===== config.mk =====
export PLATFORM = sky130hd
export DESIGN_NAME = damage_receiver
export DESIGN_NICKNAME = d
export VERILOG_FILES = /design/src/rtl/game_pkg.sv /design/src/rtl/frame_timer.sv /design/src/rtl/damage_receiver.sv
export SDC_FILE = /design/constraint.sdc
export NUM_CORES = 1
export LEC_CHECK = 0
export BUFFER_PORTS_ARGS = -buffer_cell sky130_fd_sc_hd__buf_4
export CORE_MARGIN = 3
export CORE_UTILIZATION = 33
export DETAILED_ROUTE_END_ITERATION = 10
export PLACE_DENSITY = 0.51
export SLEW_MARGIN = 20
export SYNTH_ARGS = -nofsm -noshare
export SYNTH_HDL_FRONTEND = slang
export SYNTH_HIERARCHICAL = 1
export SYNTH_SLANG_ARGS = --single-unit

===== constraint.sdc =====
create_clock -name frame_clk -period 4.1 [get_ports frame_clk]
set_input_delay 0.41 -clock frame_clk [delete_from_list [all_inputs] [get_ports frame_clk]]
set_output_delay 0.41 -clock frame_clk [all_outputs]
set_load 0.05 [all_outputs]

===== src/rtl/game_pkg.sv =====
// rtl/game_pkg.sv - shared game state enums, character ids and damage defaults
package game_pkg;

    typedef enum logic [1:0] {
        ALIVE  = 2'd0,
        INVULN = 2'd1,
        DEAD   = 2'd2
    } health_state_t;

    typedef enum logic [1:0] {
        READY    = 2'd0,
        ACTIVE   = 2'd1,
        COOLDOWN = 2'd2
    } deflect_state_t;

    localparam logic [1:0] CHARA_ID_DEFLECT = 2'd1;

    localparam logic [9:0] DEF_MAX_HEALTH      = 10'd200;
    localparam logic [9:0] DEF_BOMB_DAMAGE     = 10'd150;
    localparam logic [9:0] DEF_BOOM_DAMAGE     = 10'd100;
    localparam logic [9:0] DEF_INVULN_FRAMES   = 10'd30;
    localparam logic [9:0] DEF_DEFLECT_FRAMES  = 10'd120;
    localparam logic [9:0] DEF_COOLDOWN_FRAMES = 10'd300;

    // Health never wraps below zero.
    function automatic logic [9:0] sat_sub(input logic [9:0] a, input logic [9:0] b);
        return (a > b) ? (a - b) : 10'd0;
    endfunction

endpackage


===== src/rtl/frame_timer.sv =====
// rtl/frame_timer.sv - 10-bit frame counter with sync clear and terminal-count flag
module frame_timer (
    input  logic       frame_clk,
    input  logic       Reset,
    input  logic       clear,
    input  logic       enable,
    input  logic [9:0] limit,
    output logic       done
);

    logic [9:0] count;

    always_ff @(posedge frame_clk) begin
        if (Reset || clear) begin
            count <= 10'd0;
        end else if (enable) begin
            count <= count + 10'd1;
        end
    end

    // Terminal count is the last enabled frame of the window.
    assign done = enable && (count == (limit - 10'd1));

endmodule


===== src/rtl/damage_receiver.sv =====
// rtl/damage_receiver.sv - per-character health, invulnerability and deflect control
module damage_receiver
    import game_pkg::*;
#(
    parameter logic [9:0] MAX_HEALTH      = DEF_MAX_HEALTH,
    parameter logic [9:0] BOMB_DAMAGE     = DEF_BOMB_DAMAGE,
    parameter logic [9:0] BOOM_DAMAGE     = DEF_BOOM_DAMAGE,
    parameter logic [9:0] INVULN_FRAMES   = DEF_INVULN_FRAMES,
    parameter logic [9:0] DEFLECT_FRAMES  = DEF_DEFLECT_FRAMES,
    parameter logic [9:0] COOLDOWN_FRAMES = DEF_COOLDOWN_FRAMES
) (
    input  logic       frame_clk,
    input  logic       Reset,
    input  logic [1:0] chara_id,
    input  logic       chara_direction,
    input  logic       press_deflect,
    input  logic       BOMB_hit,
    input  logic       BOOM_hit,
    output logic [9:0] health,
    output logic       deflect_left,
    output logic       deflect_right,
    output logic       invuln,
    output logic       dead,
    output logic       deflect_ready
);

    health_state_t  h_state, h_next;
    deflect_state_t d_state, d_next;
    logic [9:0]     health_next;
    logic           press_prev;

    logic inv_clear, inv_enable, inv_done;
    logic def_clear, def_enable, def_done;

    logic       hit;
    logic [9:0] damage;
    logic [9:0] hit_health;
    logic       trigger;

    assign hit        = BOMB_hit || BOOM_hit;
    assign damage     = BOMB_hit ? BOMB_DAMAGE : BOOM_DAMAGE;
    assign hit_health = sat_sub(health, damage);
    assign trigger    = press_deflect && !press_prev && (chara_id == CHARA_ID_DEFLECT);

    frame_timer u_invuln_timer (
        .frame_clk (frame_clk),
        .Reset     (Reset),
        .clear     (inv_clear),
        .enable    (inv_enable),
        .limit     (INVULN_FRAMES),
        .done      (inv_done)
    );

    frame_timer u_deflect_timer (
        .frame_clk (frame_clk),
        .Reset     (Reset),
        .clear     (def_clear),
        .enable    (def_enable),
        .limit     ((d_state == ACTIVE) ? DEFLECT_FRAMES : COOLDOWN_FRAMES),
        .done      (def_done)
    );

    always_ff @(posedge frame_clk) begin
        if (Reset) begin
            h_state    <= ALIVE;
            d_state    <= READY;
            health     <= MAX_HEALTH;
            press_prev <= 1'b0;
        end else begin
            h_state    <= h_next;
            d_state    <= d_next;
            health     <= health_next;
            press_prev <= press_deflect;
        end
    end

    always_comb begin
        h_next      = h_state;
        health_next = health;
        inv_clear   = 1'b0;
        inv_enable  = 1'b0;
        case (h_state)
            ALIVE: begin
                if (hit) begin
                    health_next = hit_health;
                    h_next      = (hit_health == 10'd0) ? DEAD : INVULN;
                    inv_clear   = 1'b1;
                end
            end
            INVULN: begin
                inv_enable = 1'b1;
                if (inv_done) begin
                    h_next = ALIVE;
                end
            end
            default: begin
                h_next = DEAD;
            end
        endcase
    end

    // Death (entering or staying) parks the deflect FSM in READY with a clean counter.
    always_comb begin
        d_next     = d_state;
        def_clear  = 1'b0;
        def_enable = 1'b0;
        if (h_next == DEAD) begin
            d_next    = READY;
            def_clear = 1'b1;
        end else begin
            case (d_state)
                READY: begin
                    if (trigger) begin
                        d_next    = ACTIVE;
                        def_clear = 1'b1;
                    end
                end
                ACTIVE: begin
                    def_enable = 1'b1;
                    if (def_done) begin
                        d_next    = COOLDOWN;
                        def_clear = 1'b1;
                    end
                end
                COOLDOWN: begin
                    def_enable = 1'b1;
                    if (def_done) begin
                        d_next    = READY;
                        def_clear = 1'b1;
                    end
                end
                default: begin
                    d_next    = READY;
                    def_clear = 1'b1;
                end
            endcase
        end
    end

    always_comb begin
        invuln        = (h_state == INVULN);
        dead          = (h_state == DEAD);
        deflect_left  = (d_state == ACTIVE) && !chara_direction;
        deflect_right = (d_state == ACTIVE) && chara_direction;
        deflect_ready = (d_state == READY) && (chara_id == CHARA_ID_DEFLECT) && (h_state != DEAD);
    end

endmodule

==> results.txt, run 1 <==
Clock-pin slew was measured on the worst setup and hold paths at 0.07 ns. The fraction of final layout cells with drive strength greater than 1 is 0.150. The path with the worst hold slack has its endpoint at press_prev$_SDFF_PP0_. From synthesis to final layout, the design area changed by 24.4%. The cell internal power dissipation is 895 uW. The required time at the worst-slack endpoint is 4.31 ns.

In this run the post-CTS setup repair buffer count came out at 0. The number of enable-type register cells in the synthesized netlist came out at 0. The final-report setup violation count is 0. In the synthesized netlist, the cells that appear most often are 35 x dfxtp_1, 24 x xnor2_1, 23 x nor2_1, 22 x a21oi_1, 19 x nand2_1.

The combinational cell fraction of total power is 0.552. The pre-antenna-repair detailed-routing pass consisted of 4 iterations. The number of global-route vias before repair is 2216.

Yosys mapped the design onto 59 distinct sky130hd cell types. The routing usage on met1 came out at 0.177. The top cell type by total area after synthesis is dfxtp_1. In this run, post-CTS repair resized a total of 0 instances. The width of the die is 96.3 um.

The average cell area after synthesis came out at 8.03 um^2. The vertical die dimension came out at 96.3 um. The flow ran to the end, and the final reports show no timing, DRC or antenna violations.

The detailed router finished its first iteration with 79 violations. TritonCTS built the clock tree. The total overflow left after global routing is 0. The hold buffer count at CTS is 0. Once layout is complete, the utilization of the core stands at 0.429.

The number of antenna violations at the first check in global routing came to 0. The most used flip-flop cell after synthesis is dfxtp_1. The post-DP HPWL came out at 4620 um.

The total routing usage reported by global routing came out at 0.137. The register bit count reported by yosys is 35. The final antenna diode count came out at 0. The clock group share of total power came out at 0.171. The total count of hold-check failures in the final report came to 0.

The total standard cell area after synthesis is 0.00269 mm^2. The placement row count came out at 32. Setup repair after global routing left no endpoint under its margin. The largest fanout on the critical path came out at 5. The max-slew violation total from the final report is 0.

The initial utilization of the core area, before any placement, comes to 0.344. Static timing analysis puts the maximum clock frequency at 266 MHz. The worst setup path is launched from a flop. The global routing usage on met3 is 0.0227. For the final routed database, the setup TNS stands at 0 ns. The count of max-cap constraint violations is 0. The pin count of the biggest net entering global routing came out at 18. The minimum clock period after layout is 3.76 ns. The standard cell core area came out at 0.00781 mm^2.

The share of synthesized flip-flops with an asynchronous set or reset is 0. IR analysis of the VDD net gives a maximum drop of 0.362 mV. The final cycle utilization of the critical path came out at 0.917. The startpoint identified for the worst hold timing path is press_deflect. The switching power of the nets came out at 735 uW. The worst setup path is captured at a flop.

The number of input and output port buffers inserted came out at 22. For the worst-skew pair, the clock arrives at the later sink with an insertion delay of 0.29 ns. The count of vias placed by the detailed router came out at 2478. The global routing met2 resource utilization came out at 0.229. The number of antenna-violating nets in the routed design is 0.

The number of fillers in the final layout came out at 849. The layer flagged by global routing as most heavily used is met2. After routing the design area is 0.00335 mm^2. By startpoint and endpoint, the worst setup path is classified as flop to flop.

The data arrival time of the critical path came out at 3.98 ns. Yosys attributes the largest share of cell area to dfxtp_1 26%, xnor2_1 7.8%, ha_1 6.5%, xor2_1 4.6%, nor4_1 4.2%. The startpoint of the most critical register-to-register path is health[4]$_SDFFE_PP0P_.

The first global-routing pass estimated 10100 um of wire. The top cell type's share of synthesized area came out at 0.261. The area of the die is 0.00927 mm^2.

The most common cell in the synthesized netlist is dfxtp_1. The path depth of the worst reg2reg path came out at 15. For this run, the register share of the synthesized area comes to 0.261.

The leakage power summed over all cells is 1.32 nW. The number of clock sinks seen by CTS is 35. The maximum level of the CTS H-tree is 2. The boundary pin count came out at 23. Of the total power, registers draw 0.277. The cell area reported after detailed placement came out at 0.00325 mm^2. The worst hold slack came out at 0.335 ns. The number of CTS-inserted buffers is 5.

The post-detailed-route via-to-cell ratio is 4.68. In this run the critical register-to-register path is captured at d_state[0]$_SDFFE_PP0P_. In this run the worst hold path is classified as input port to flop. Dividing total power by cell area gives a power density of 487 mW/mm^2.

Counting instances, the worst hold path has a depth of 2. The actual slew at the worst max-slew pin came out at 0.731 ns. During synthesis, Yosys emitted a total of 6 warnings. For this run, design rule violations remaining after detail routing come to 0.

The headroom to the max-slew limit came out at 0.510. The total wire length came out at 5870 um. The clock tree root buffer cell is clkbuf_8. The detailed-route wire length per cell came out at 11.1 um. The slack of the worst reg-to-reg path is 0.34 ns. The switching share of total power is 0.451.

The number of nets in the layout came out at 449. The worst clock skew on the final layout came out at 0.00377 ns. The clock passes through at most 2 buffers. The cell count after synthesis came out at 335.

The placer's final routability congestion estimate came out at 0.832.
[worst max path at each step]
stage,start,to,slack (ns),depth (start not counted)
6_report,health[4]$_SDFFE_PP0P_,d_state[0]$_SDFFE_PP0P_,0.34,15
5_1_grt,health[4]$_SDFFE_PP0P_,d_state[0]$_SDFFE_PP0P_,0.003,15
4_1_cts,health[4]$_SDFFE_PP0P_,u_deflect_timer/count[6]$_SDFFE_PP0P_,0.33,14
3_5_place_dp,BOMB_hit,d_state[0]$_SDFFE_PP0P_,0.07,17
3_3_place_gp,BOMB_hit,u_deflect_timer/count[6]$_SDFFE_PP0P_,0.1,16
2_1_floorplan,health[4]$_SDFFE_PP0P_,u_deflect_timer/count[0]$_SDFFE_PP0P_,0.01,16
[state kept, by name, indices dropped and copies added (netlist names)]
register / flops
health: 10
u_deflect_timer/count: 10
u_invuln_timer/count: 10
d_state: 2
h_state: 2
press_prev: 1
[layout by cell type (no fill, tap or decap), drive strengths merged, types with 3 or more instances in the layout]
cell type  netlist  layout
conb             2      69
dfxtp           35      35
o221a            3       3
ha              14      14
nor3            15      15
nand4            5       5
clkbuf          13       8
nand2           19      19
or4b             4       4
or3              9       9
nand2b          10      10
inv             16      16
o21ai           11      11
xnor2           24      24
nor2            23      23
xor2            14      14
and2             3       3
a211o            3       3
o211ai           4       4
a31oi            3       3
nor4            20      20
and3             3       3
or2              3       3
buf              2      33
nor2b            4       4
a21oi           22      22
nor4b            3       3
nand3           13      13
[area by class of cell]
class / count / area (um^2) / share of cell area
clock buffers: 8 / 100 / 0.0299
repair buffers: 33 / 248 / 0.0740
well taps: 102 / 128 / 0.0381
flip-flops and latches: 35 / 704 / 0.211
inverters: 16 / 60.1 / 0.0180
multi-input cells: 336 / 2110 / 0.629
[per-layer routing]
| layer | vias to the layer above | wire, um |
|---|---|---|
| met2 | 26 | 2760 |
| met4 | 0 | 84 |
| met3 | 4 | 129 |
| li1 | 1334 | - |
| met1 | 1114 | 2890 |
| met5 | - | 0 |
[power by group through the flow]
stage / Clock (mW) / Sequential, mW / Combinational (mW)
after floorplan: 0 / 0.547 / 0.555
after global placement: 0 / 0.462 / 0.897
after detailed placement: 0 / 0.459 / 0.897
after CTS: 0.290 / 0.452 / 0.901
after global routing: 0.308 / 0.461 / 0.982
final: 0.279 / 0.451 / 0.900
[cell families after synthesis]
family,synth area share
and+or+nand+nor,0.314
adders and majority gates,0.0651
buffers and inverters,0.0498
muxes,0.0116
AOI/OAI and AO/OA,0.173
DFF,0.261
other,0.00279
xor gates and xnor gates,0.124
[metrics by stage]
step / total power [mW] / std cells / setup WS, ns
final: 1.63 / 530 / 0.339
after global routing: 1.75 / 530 / 0.00316
after CTS: 1.64 / 530 / 0.333
after detailed placement: 1.36 / 522 / 0.0690
after global placement: 1.36 / 522 / 0.0950
after floorplan: 1.10 / 402 / 0.00950
[critical path: stages, from the launching register on]
cell and delay (ns):
dfxtp_2 0.33, ha_1 0.29, o21ai_0 0.23, a21oi_1 0.12
o41a_2 0.44, xnor2_1 0.22, or4b_4 0.17, and3_1 0.17
nand3_1 0.07, or4b_1 0.50, nor4_1 0.42, inv_1 0.11
o21ai_0 0.12, a21oi_1 0.10, a211o_1 0.29, nor3_1 0.12
(Power assumes the default switching activity.)
==> run 2, diff against run 1 <==
==> constraint.sdc (replaced) <==
create_clock -name frame_clk -period 4.1 [get_ports frame_clk]
set_input_delay 0.615 -clock frame_clk [delete_from_list [all_inputs] [get_ports frame_clk]]
set_output_delay 0.615 -clock frame_clk [all_outputs]
set_load 0.05 [all_outputs]
==> results.txt, run 2 (synthesized netlist as in run 1, its figures left out) <==
The run finished with clean final reports. The end point of the most critical hold path is health[5]$_SDFFE_PP0P_. The largest fanout on the critical path came out at 6. In the final layout, the share of cells above drive strength 1 is 0.163. The total count of hold-check failures in the final report came out at 0. The largest stage delay on the critical path came out at 0.52 ns. The detailed router's first-iteration violation count came out at 74. The post-detailed-route via-to-cell ratio came out at 4.65. During placement, the flow inserted port buffers numbering 22.

The count of max-cap constraint violations is 0. The largest registers in the layout are health: 10 flops, u_deflect_timer/count: 10 flops, u_invuln_timer/count: 10 flops. Measured on the finished design, the core utilization comes to 0.435. The worst register-to-register path has a setup slack of 0.41 ns.

The floorplan step defined a die boundary enclosing 0.00927 mm^2. The largest buffer count on any clock path came out at 2. The standard cell core area is 0.00781 mm^2. The total grt overflow is 0.

The maximum resistive drop on vdd is 0.277 mV. At the end of routability-driven placement, the weighted congestion stood at 0.791. The worst setup slack after placement came out at -0.0675 ns. The worst register-to-register path ends at d_state[0]$_SDFFE_PP0P_. The slowest stage of the critical path belongs to the cell or4b_1. The placement row count is 32. The required time at the worst-slack endpoint is 4.31 ns. The boundary pin count came out at 23. The layout overhead on the synthesized area came out at 26.4%.

The clock latency of the later-clocked register in the worst-skew pair is 0.28 ns. The first global-routing pass estimated 10700 um of wire. The number of CTS-inserted buffers is 5. The clock transition at the registers of the reported paths is 0.07 ns. The kind of cell adding the most delay to the critical path is simple AND/OR/NAND/NOR gates.

Setup repair after global routing left no endpoint under its margin. The total wire length is 5940 um. The buffer count from post-CTS setup fixing came out at 0. Measured in cells, the most critical reg-to-reg path has a length of 17.

The count of TritonRoute iterations in the first routing pass is 4. Setup violations remaining at the end of the flow were counted as 0. The worst pin sits at a relative slew slack of 0.459. The power density over the cells came out at 477 mW/mm^2. STA classifies the critical path startpoint as an input port. The total routing usage reported by global routing came out at 0.143. Walking the worst path, the cells encountered are buf_4 > buf_4 > ha_1 > nand2_1 > o211ai_1 > mux2_2 > or4b_4 > and3_1 > nand3_1 > or4b_1 > nor4_2 > inv_1 > o21ai_0 > a21oi_1 > a211o_1 > nor3_1. The worst hold path begins at health[5]$_SDFFE_PP0P_.

The number of antenna-violating nets in the routed design came out at 0. The leakage power summed over all cells is 1.34 nW. The post-DP HPWL came out at 4670 um. The minimum clock period after layout is 3.79 ns. Entering global routing, the biggest net connects 18 pins. The combined buffer and inverter count along the critical path came out at 3. The tree is rooted in a clkbuf_8. The type of the tightest min-delay check is flop to flop. The worst register-to-register path begins at health[1]$_SDFFE_PP0P_.

The TritonCTS clock tree is done. The number of clock sinks seen by CTS came out at 35. The number of global-route vias before repair is 2370. The count of vias placed by the detailed router came out at 2496.

The smallest setup slack after layout came out at 0.312 ns. The max-slew violation total from the final report is 0. The top cell types in the final layout, fill and taps aside, are 69 x conb_1, 40 x buf_4, 33 x dfxtp_1, 24 x xnor2_1, 23 x nor2_1. The critical path in this run is classified as input port to flop. The actual slew at the worst max-slew pin is 0.807 ns. Measured along the y axis, the die boundary spans 96.3 um. The worst clock skew on the final layout is 0.00464 ns. The maximum clock rate is 264 MHz.

The final cycle utilization of the critical path is 0.924. The final design area excluding fillers came out at 0.00340 mm^2. The cell repeated most along the worst path is buf_4.

The starting density of the core came out at 0.344. The die is 96.3 um wide. The number of antenna violations at the first check in global routing is 0. The hold path depth came out at 2.

The most common library cell in the layout ignoring fill and taps is conb_1. STA classifies the critical path endpoint as a flop. The maximum level of the CTS H-tree came out at 2.

The data arrival time of the critical path is 4.00 ns. The worst hold slack came out at 0.469 ns. The final antenna diode count came out at 0. At the end of the flow, the number of nets in the layout was 456.

The DRC violation count after routing came out at 0. The filler cells instantiated in the layout total 835. The cell area reported after detailed placement came out at 0.00332 mm^2. The detailed-route wire length per cell is 11.1 um.
-- run 2: through the flow --
step / std cells / TNS [ns] / power (mW)
after floorplan: 402 / 0 / 1.11
after CTS: 537 / 0 / 1.64
after global routing: 537 / 0 / 1.76
after global placement: 529 / -0.0322 / 1.39
after detailed placement: 529 / -0.537 / 1.39
final: 537 / 0 / 1.62
-- run 2: how the worst max path moves through the flow --
stage,startpoint,end,depth (start not counted)
global route,BOMB_hit,d_state[0]$_SDFFE_PP0P_,18
detailed placement,BOMB_hit,u_deflect_timer/count[5]$_SDFFE_PP0P_,16
CTS,BOMB_hit,u_deflect_timer/count[5]$_SDFFE_PP0P_,16
global placement,BOMB_hit,u_deflect_timer/count[5]$_SDFFE_PP0P_,16
floorplan,BOMB_hit,u_deflect_timer/count[5]$_SDFFE_PP0P_,16
finish,BOMB_hit,d_state[0]$_SDFFE_PP0P_,16
-- run 2: area by class of cell --
cell class,count,area [um^2],area share
multi-input combinational,336,2130,0.626
inverter,16,60.1,0.0177
tap,102,128,0.0375
sequential,35,703,0.207
timing repair buffer,40,300,0.0883
clock inverter,1,5.00,0.00147
clock buffer,7,76.3,0.0225
-- run 2: metal layers --
layer | vias to the layer above | GRT usage | part of all wire
met1 | 1123 | 0.180 | 0.49
li1 | 1340 | - | -
met4 | 0 | 0.0355 | 0.012
met3 | 5 | 0.0258 | 0.031
met2 | 28 | 0.250 | 0.47
met5 | - | 0 | 0
-- run 2: repair_timing --
item                                    CTS  global route
gates resized for setup                   0             1
endpoints found under the hold margin     0             0
hold buffers                              0             0
endpoints found under the setup margin    0             1
-- run 2: report_power, final --
part | total, mW | leakage [nW] | switching [mW] | internal (mW)
clock | 0.241 | 0.0422 | 0.122 | 0.119
combinational | 0.930 | 1.01 | 0.552 | 0.378
sequential | 0.450 | 0.285 | 0.0598 | 0.390
-- run 2: worst reg2reg max path, cell delays in order, from the launching register on --
cell and delay, ns:
dfxtp_1 0.36, inv_1 0.05, ha_1 0.19, inv_1 0.06, ha_1 0.15, o21ai_0 0.11
o211ai_1 0.25, mux2_2 0.39, or4b_4 0.21, and3_1 0.17, nand3_1 0.07, or4b_1 0.52
nor4_2 0.38, inv_1 0.10, o21ai_0 0.11, a21oi_1 0.10, a211o_1 0.29, nor3_1 0.12
